**src/rtl/spi_byte_slave.sv**
```systemverilog
`default_nettype none
// ============================================================================
// Module   : spi_byte_slave
// Purpose  : SPI mode-0 slave front end. Oversamples sclk/cs_n/mosi on
//            sys_clk, assembles MSB-first bytes into data_in with a one-cycle
//            data_rdy strobe, and serialises the reply byte onto miso.
// Revision : 1.0 - initial release
// ============================================================================
module spi_byte_slave (
    input  logic       sys_clk,
    input  logic       rst_n,
    input  logic       sclk,
    input  logic       cs_n,
    input  logic       mosi,
    output logic       miso,
    output logic       miso_oe,
    output logic [7:0] data_in,
    output logic       data_rdy,
    input  logic [7:0] data_out,
    input  logic       data_latch
);

    typedef enum logic [0:0] {
        ST_IDLE   = 1'b0,
        ST_ACTIVE = 1'b1
    } state_t;

    // Synchroniser chains: bit 0 is the first stage, bit 2 the edge-detect stage.
    logic [2:0] r_sclk_sync;
    logic [2:0] r_cs_sync;
    logic [1:0] r_mosi_sync;

    logic       w_sclk_rise;
    logic       w_sclk_fall;
    logic       w_cs_fall;
    logic       w_cs_rise;
    logic       w_mosi_s;

    state_t     r_state;
    state_t     w_state_nxt;
    logic [2:0] r_bit_cnt;
    logic [2:0] w_bit_cnt_nxt;
    logic [7:0] r_rx_shift;
    logic [7:0] w_rx_shift_nxt;
    logic [7:0] r_tx_shift;
    logic [7:0] w_tx_shift_nxt;
    logic [7:0] r_tx_buf;
    logic [7:0] w_tx_buf_nxt;
    logic [7:0] r_data_in;
    logic [7:0] w_data_in_nxt;
    logic       r_data_rdy;
    logic       w_data_rdy_nxt;
    logic       r_miso;
    logic       w_miso_nxt;
    logic       r_miso_oe;

    // A latch arriving in the same cycle as a byte-boundary load goes straight
    // to the shifter instead of waiting a cycle in the buffer.
    logic [7:0] w_load_byte;

    // Bring the asynchronous pad signals into the sys_clk domain.
    always_ff @(posedge sys_clk or negedge rst_n) begin
        if (!rst_n) begin
            r_sclk_sync <= 3'b000;
            r_cs_sync   <= 3'b111;
            r_mosi_sync <= 2'b00;
        end else begin
            r_sclk_sync <= {r_sclk_sync[1:0], sclk};
            r_cs_sync   <= {r_cs_sync[1:0], cs_n};
            r_mosi_sync <= {r_mosi_sync[0], mosi};
        end
    end

    assign w_sclk_rise = r_sclk_sync[1] & ~r_sclk_sync[2];
    assign w_sclk_fall = ~r_sclk_sync[1] & r_sclk_sync[2];
    assign w_cs_fall   = ~r_cs_sync[1] & r_cs_sync[2];
    assign w_cs_rise   = r_cs_sync[1] & ~r_cs_sync[2];
    assign w_mosi_s    = r_mosi_sync[1];
    assign w_load_byte = data_latch ? data_out : r_tx_buf;

    // State and datapath registers.
    always_ff @(posedge sys_clk or negedge rst_n) begin
        if (!rst_n) begin
            r_state    <= ST_IDLE;
            r_bit_cnt  <= 3'd0;
            r_rx_shift <= 8'h00;
            r_tx_shift <= 8'h00;
            r_tx_buf   <= 8'h00;
            r_data_in  <= 8'h00;
            r_data_rdy <= 1'b0;
            r_miso     <= 1'b0;
            r_miso_oe  <= 1'b0;
        end else begin
            r_state    <= w_state_nxt;
            r_bit_cnt  <= w_bit_cnt_nxt;
            r_rx_shift <= w_rx_shift_nxt;
            r_tx_shift <= w_tx_shift_nxt;
            r_tx_buf   <= w_tx_buf_nxt;
            r_data_in  <= w_data_in_nxt;
            r_data_rdy <= w_data_rdy_nxt;
            r_miso     <= w_miso_nxt;
            r_miso_oe  <= ~r_cs_sync[1];
        end
    end

    // Next-state and datapath update; cs edges outrank sclk edges.
    always_comb begin
        w_state_nxt    = r_state;
        w_bit_cnt_nxt  = r_bit_cnt;
        w_rx_shift_nxt = r_rx_shift;
        w_tx_shift_nxt = r_tx_shift;
        w_tx_buf_nxt   = w_load_byte;
        w_data_in_nxt  = r_data_in;
        w_data_rdy_nxt = 1'b0;
        w_miso_nxt     = r_miso;

        case (r_state)
            ST_IDLE: begin
                w_miso_nxt = 1'b0;
                if (w_cs_fall) begin
                    w_state_nxt    = ST_ACTIVE;
                    w_bit_cnt_nxt  = 3'd0;
                    w_tx_shift_nxt = w_load_byte;
                    w_tx_buf_nxt   = 8'h00;
                    w_miso_nxt     = w_load_byte[7];
                end
            end
            ST_ACTIVE: begin
                if (w_cs_rise) begin
                    // Any partial byte is simply dropped.
                    w_state_nxt   = ST_IDLE;
                    w_bit_cnt_nxt = 3'd0;
                    w_miso_nxt    = 1'b0;
                end else if (w_sclk_rise) begin
                    w_rx_shift_nxt = {r_rx_shift[6:0], w_mosi_s};
                    w_bit_cnt_nxt  = r_bit_cnt + 3'd1;
                    if (r_bit_cnt == 3'd7) begin
                        w_data_in_nxt  = {r_rx_shift[6:0], w_mosi_s};
                        w_data_rdy_nxt = 1'b1;
                    end
                end else if (w_sclk_fall) begin
                    if (r_bit_cnt == 3'd0) begin
                        // Byte boundary: the next reply byte starts here.
                        w_tx_shift_nxt = w_load_byte;
                        w_tx_buf_nxt   = 8'h00;
                        w_miso_nxt     = w_load_byte[7];
                    end else begin
                        w_tx_shift_nxt = {r_tx_shift[6:0], 1'b0};
                        w_miso_nxt     = r_tx_shift[6];
                    end
                end
            end
            default: begin
                w_state_nxt = ST_IDLE;
            end
        endcase
    end

    assign miso     = r_miso;
    assign miso_oe  = r_miso_oe;
    assign data_in  = r_data_in;
    assign data_rdy = r_data_rdy;

endmodule
`default_nettype wire

```
**config.mk**
```make
export PLATFORM = sky130hd
export DESIGN_NAME = spi_byte_slave
export DESIGN_NICKNAME = d
export VERILOG_FILES = /design/src/rtl/spi_byte_slave.sv
export SDC_FILE = /design/constraint.sdc
export NUM_CORES = 1
export LEC_CHECK = 0
export CELL_PAD_IN_SITES_DETAIL_PLACEMENT = 1
export CELL_PAD_IN_SITES_GLOBAL_PLACEMENT = 2
export CORE_ASPECT_RATIO = 1.25
export CORE_MARGIN = 4
export CORE_UTILIZATION = 39
export CTS_BUF_LIST = sky130_fd_sc_hd__clkbuf_8
export CTS_CLUSTER_DIAMETER = 40
export DETAILED_ROUTE_END_ITERATION = 7
export GPL_TIMING_DRIVEN = 0
export PLACE_DENSITY_LB_ADDON = 0.3
export SLEW_MARGIN = 20
export SYNTH_ARGS = -nofsm -noshare
export SYNTH_HDL_FRONTEND = slang
export SYNTH_SLANG_ARGS = --single-unit
```
**constraint.sdc**
```tcl
create_clock -name sys_clk -period 1.7 [get_ports sys_clk]
set_input_delay 0.255 -clock sys_clk [delete_from_list [all_inputs] [get_ports sys_clk]]
set_output_delay 0.255 -clock sys_clk [all_outputs]
set_load 0.02 [all_outputs]
```
======== After elaboration in Yosys (flattened, before gate mapping) ========
Cells that the tools add are included.
operators by class
  add/sub/neg operators ................... 1
  eq/ne operators ......................... 8
  muxes and demuxes ....................... 30
  bitwise operators ....................... 10
  reductions and logical operators ........ 6
operators with widths
  kind                                                            number
  8-bit two-way mux                                               6
  7-bit two-way mux                                               5
  8-bit one-hot mux with 2 select lines                           1
  7-bit one-hot mux with 2 select lines                           1
  1-bit two-way mux                                               11
  3-bit two-way mux                                               3
  3-bit inequality test (second input constant)                   3
  2-bit inequality test (second input constant)                   4
  4-bit AND reduction                                             2
  1-bit inverter                                                  6
  3-bit one-hot mux with 2 select lines                           1
  1-bit AND                                                       4
  1-bit one-hot mux with 2 select lines                           2
  2-bit AND reduction                                             2
  3-bit by 1-bit adder with 3-bit output (second input constant)  1
  3-bit == test (second input constant)                           1
  3-bit zero test                                                 1
  3-bit AND reduction                                             1
word-level totals
  bits in registers ....................... 45
  bits of input ports ..................... 14
  output and inout port bits .............. 11
  word-level logic and storage cells ...... 67

======== Longest topological paths before layout ========
  depth after elaboration ................. 6
  depth in mapped cells ................... 6
  mapped depth without buffers ............ 6

======== Worst setup path before layout ========
OpenSTA, ideal clock, no wires.
  path type ............................... reg2reg
  start point ............................. register r_cs_sync[2]
  end point ............................... register r_data_in[0], in the netlist data_in[0]
  setup time .............................. 0.125 ns
  arrival time ............................ 1.347 ns
  data required time ...................... 1.575 ns
  setup slack ............................. 0.228 ns
  cell stages (with the launch flop) ...... 5
  path buffers ............................ 0
  clock period less this slack ............ 1.472 ns
  path through ............................ dfstp_2 and2b_4 nor2_8 nand3_4 mux2_4
on the way
  longest elaborated chain between the ends .. 4
ends and longest elaborated chain
  what                           line  text
  start: declaration             30    logic [2:0] r_cs_sync;
  start signal: assignment       69    r_cs_sync <= {r_cs_sync[1:0], cs_n};
  1-bit inverter                 77    assign w_cs_rise = r_cs_sync[1] & ~r_cs_sync[2];
  1-bit AND                      77
  1-bit inverter (no line)       -
  4-bit AND reduction (no line)  -
  end signal: assignment         99    r_data_in <= w_data_in_nxt;
  end: declaration               49    logic [7:0] r_data_in;
No other way between the ends.
A chain may end at the register's enable or synchronous reset.

======== Worst setup path after layout ========
Same ends and word-level chain as after synthesis.

==> metrics.txt <==
# TYPE chip_impl_metric gauge
chip_impl_info{name="status",value="completed"} 1
chip_impl_metric{name="post_synth.cell_area_avg",unit="um2"} 13.9
chip_impl_metric{name="fmax",unit="GHz"} 0.635
chip_impl_metric{name="finalSetupViolations",unit=""} 0
chip_impl_metric{name="num_vias",unit=""} 1116
chip_impl_metric{name="crit_path_setup_slack_layout",unit="ps"} 124
chip_impl_metric{name="pin_count_of_the_biggest_net_entering_global_routing",unit=""} 24
chip_impl_metric{name="globalRouteOverflowTotal",unit=""} 0
chip_impl_info{name="crit_path_start_kind",value="flop"} 1
chip_impl_metric{name="mappedNetlistArea",unit="um2"} 1890
chip_impl_metric{name="vdd.ir_drop.worst",unit="mV"} 0.723
chip_impl_metric{name="synth-seq-area-share",unit="%"} 59.8
chip_impl_metric{name="synth_nets",unit=""} 153
chip_impl_metric{name="drt.antenna.violating_nets",unit=""} 0
chip_impl_info{name="grt_setup_unrepaired",value="false"} 1
chip_impl_metric{name="layout_worst_path_cycle_share",unit="%"} 92.7
chip_impl_metric{name="clock_sinks",unit=""} 45
chip_impl_metric{name="cap_viol_max_count",unit=""} 0
chip_impl_info{name="criticalPathCategory",value="flop to flop"} 1
chip_impl_metric{name="p_total",unit="mW"} 2.87
chip_impl_metric{name="die_h",unit="um"} 85.8
chip_impl_metric{name="detailedPlacementHpwl",unit="um"} 2440
chip_impl_metric{name="cts_made_buffers",unit=""} 5
chip_impl_metric{name="worst_case_register_to_register_setup_slack",unit="ps"} 120
chip_impl_metric{name="timing_hold_violations_final",unit=""} 0
chip_impl_metric{name="routed_wire_length_per_instance",unit="um"} 14.7
chip_impl_metric{name="grt_first_pass_wirelength",unit="um"} 5960
chip_impl_metric{name="port_buffers",unit=""} 23
chip_impl_metric{name="timing.final.max_slew_violations",unit=""} 0
chip_impl_metric{name="dpl_worst_slack",unit="ps"} -17.4
chip_impl_metric{name="share_of_post_route_cells_with_drive_strength_above_1",unit="%"} 26.0
chip_impl_metric{name="crit_required",unit="ps"} 1880
chip_impl_metric{name="first_pass_iters",unit=""} 4
chip_impl_metric{name="floorplan.rows",unit=""} 28
chip_impl_metric{name="tightest_slew",unit="ps"} 566
chip_impl_metric{name="clk_path_buf_depth",unit=""} 2
chip_impl_metric{name="timing.clock.skew",unit="ps"} 12.8
chip_impl_metric{name="relSlewSlack",unit="%"} 62.3
chip_impl_info{name="cts_root_buf",value="sky130_fd_sc_hd__clkbuf_8"} 1
chip_impl_metric{name="detail_route.iter0.violations",unit=""} 25
chip_impl_metric{name="synth.yosys.warnings",unit=""} 0
chip_impl_metric{name="fp.dieArea",unit="um2"} 6030
chip_impl_info{name="hold_class",value="flop to flop"} 1
chip_impl_metric{name="initial_core_util",unit="%"} 40.0
chip_impl_metric{name="finalWorstPathRequiredPeriod",unit="ps"} 1580
chip_impl_metric{name="area_of_the_core_region",unit="um2"} 4730
chip_impl_metric{name="pwr_density_cell",unit="nW/um2"} 1210
chip_impl_metric{name="die_width",unit="um"} 70.3
chip_impl_metric{name="p_leak",unit="nW"} 1.17
chip_impl_metric{name="boundaryPins",unit=""} 25
chip_impl_metric{name="critical_path.max_fanout",unit=""} 9
chip_impl_metric{name="post_synthesis_register_bit_count",unit=""} 45
chip_impl_metric{name="synth_cells",unit=""} 136
chip_impl_info{name="worst_setup_path_end_kind",value="flop"} 1
chip_impl_metric{name="htree_levels",unit=""} 2
chip_impl_metric{name="area.growth.synth_to_final",unit="%"} 25.5
chip_impl_metric{name="postRouteWirelength",unit="um"} 3370
chip_impl_metric{name="cts_setup_buffers",unit=""} 0
chip_impl_metric{name="drcViolationCount",unit=""} 0
chip_impl_metric{name="diodes",unit=""} 0
chip_impl_metric{name="worst_setup_hold_path_clk_slew",unit="ps"} 80
chip_impl_metric{name="route.detailed.vias_per_inst",unit=""} 4.87
chip_impl_info{name="tritoncts",value="done"} 1
chip_impl_metric{name="nNetsFinal",unit=""} 185
chip_impl_metric{name="tns",unit="ps"} 0
chip_impl_metric{name="insertion_delay",unit="ps"} 300
chip_impl_metric{name="gpl.final_weighted_congestion",unit=""} 0.712
chip_impl_metric{name="gr-usage-all-layers",unit="%"} 12.8
chip_impl_metric{name="initial_antenna_violation_count",unit=""} 0
chip_impl_metric{name="fillCellCount",unit=""} 491
chip_impl_metric{name="synth_cell_type_count",unit=""} 27
chip_impl_metric{name="worst-endpoint-arrival",unit="ps"} 1750
chip_impl_metric{name="vias_in_the_first_global_route",unit=""} 1255
==> cell type report <==
class                           count  area (um2)  area share [%]
Tap cell                           60        75.1            3.16
Sequential cell                    45        1130            47.6
Inverter                           12        45.0            1.90
Clock inverter                      3        65.1            2.74
Clock buffer                        5        68.8            2.90
Timing Repair Buffer               25         263            11.1
Buffer                              2        16.3           0.686
Multi-Input combinational cell     77         709            29.9
==> through the flow <==
step           hold slack (ps)  instance area, um2  cells  util [%]
3_5_place_dp               279                2220    220      46.9
6_report                   358                2370    229      50.2
4_1_cts                    357                2360    229      50.0
5_1_grt                    347                2370    229      50.2
2_1_floorplan            -40.6                1890    136         -
3_3_place_gp               333                2200    219      46.4
==> synth_stat cells (all sizes together) <==
library cell / n / area share [%]
dfrtp: 42 / 56
mux2: 22 / 15
mux2i: 16 / 8.5
inv: 12 / 2.4
nor2: 10 / 2.8
nand2: 7 / 1.5
nand2b: 4 / 1.3
dfstp: 3 / 4.2
ha: 3 / 2.0
nand3: 3 / 1.7
o21ai: 3 / 0.79
a21oi: 2 / 0.53
buf: 2 / 0.86
nor2b: 2 / 0.66
a211o: 1 / 0.46
a32o: 1 / 0.53
a32oi: 1 / 0.46
and2b: 1 / 0.53
o2bb2ai: 1 / 0.46
==> report_power, final <==
part           internal (mW)  switching (mW)  total, mW
logic                  0.283           0.244      0.527
registers               1.28           0.115       1.40
clock network          0.584           0.358      0.942
total                   2.15           0.717       2.87
==> kinds of logic after synthesis <==
family	count (synthesis)	share of synthesized area [%]
flip-flops	45	59.8
AND/OR/NAND/NOR	27	8.60
multiplexers	38	23.2
AO/OA/AOI/OAI	9	3.24
adder cells (fa/ha/maj)	3	1.99
buffers and inverters	14	3.24
==> layer usage <==
metal | GRT usage [%] | up-vias | share of wire, %
met5 | 0 | - | 0
met2 | 21.3 | 22 | 52
met3 | 3.87 | 5 | 4.4
met4 | 5.23 | 0 | 1.5
met1 | 15.4 | 567 | 42
li1 | - | 522 | -
==> final timing paths <==
| path | to | cells past startpoint | startpoint |
|---|---|---|---|
| max in group asynchronous | r_cs_sync[0]$_DFF_PN1_ | 3 | rst_n |
| min in group asynchronous | data_in[1]$_DFFE_PN0P_ | 2 | rst_n |
| setup / recovery | data_in[0]$_DFFE_PN0P_ | 4 | r_cs_sync[2]$_DFF_PN1_ |
| hold / removal | r_cs_sync[1]$_DFF_PN1_ | 0 | r_cs_sync[0]$_DFF_PN1_ |
| hold reg to reg | r_cs_sync[1]$_DFF_PN1_ | 0 | r_cs_sync[0]$_DFF_PN1_ |
| setup reg to reg | data_in[0]$_DFFE_PN0P_ | 4 | r_cs_sync[2]$_DFF_PN1_ |
==> registers in the layout, summed over array words and instances (netlist names) <==
register / cells
data_in: 8
data_rdy: 1
miso: 1
miso_oe: 1
r_bit_cnt: 3
r_cs_sync: 3
r_mosi_sync: 2
r_rx_shift: 7
r_sclk_sync: 3
r_state: 1
r_tx_buf: 8
r_tx_shift: 7
==> cells in the final DEF (no fill, tap or decap), drive strengths merged <==
master / netlist / layout
inv: 12 / 12
dlygate4sd3: 0 / 1
ha: 3 / 3
mux2: 22 / 22
o2bb2ai: 1 / 1
clkbuf: 0 / 5
bufinv: 0 / 2
a21oi: 2 / 2
nor2: 10 / 10
a32o: 1 / 1
dfstp: 3 / 3
a211o: 1 / 1
buf: 2 / 4
clkdlybuf4s50: 0 / 22
nand3: 3 / 3
nand2b: 4 / 4
nand2: 7 / 7
nor2b: 2 / 2
o21ai: 3 / 3
and2b: 1 / 1
a32oi: 1 / 1
dfrtp: 42 / 42
clkinv: 0 / 1
mux2i: 16 / 16
==> worst max-delay path, cell delays in order, from the launching register on <==
cell	delay [ps]
sky130_fd_sc_hd__dfstp_2	560
sky130_fd_sc_hd__and2b_4	210
sky130_fd_sc_hd__nor2_8	140
sky130_fd_sc_hd__nand3_4	200
sky130_fd_sc_hd__mux2_4	350
==> repair_timing <==
| item | CTS | global route |
|---|---|---|
| setup endpoints to repair | 1 | 9 |
| hold buffers | 1 | 0 |
| pin swaps | 0 | 0 |
| endpoints found under the hold margin | 22 | 0 |
| gates resized for setup | 1 | 2 |
Power figures use the tool's default switching activity.
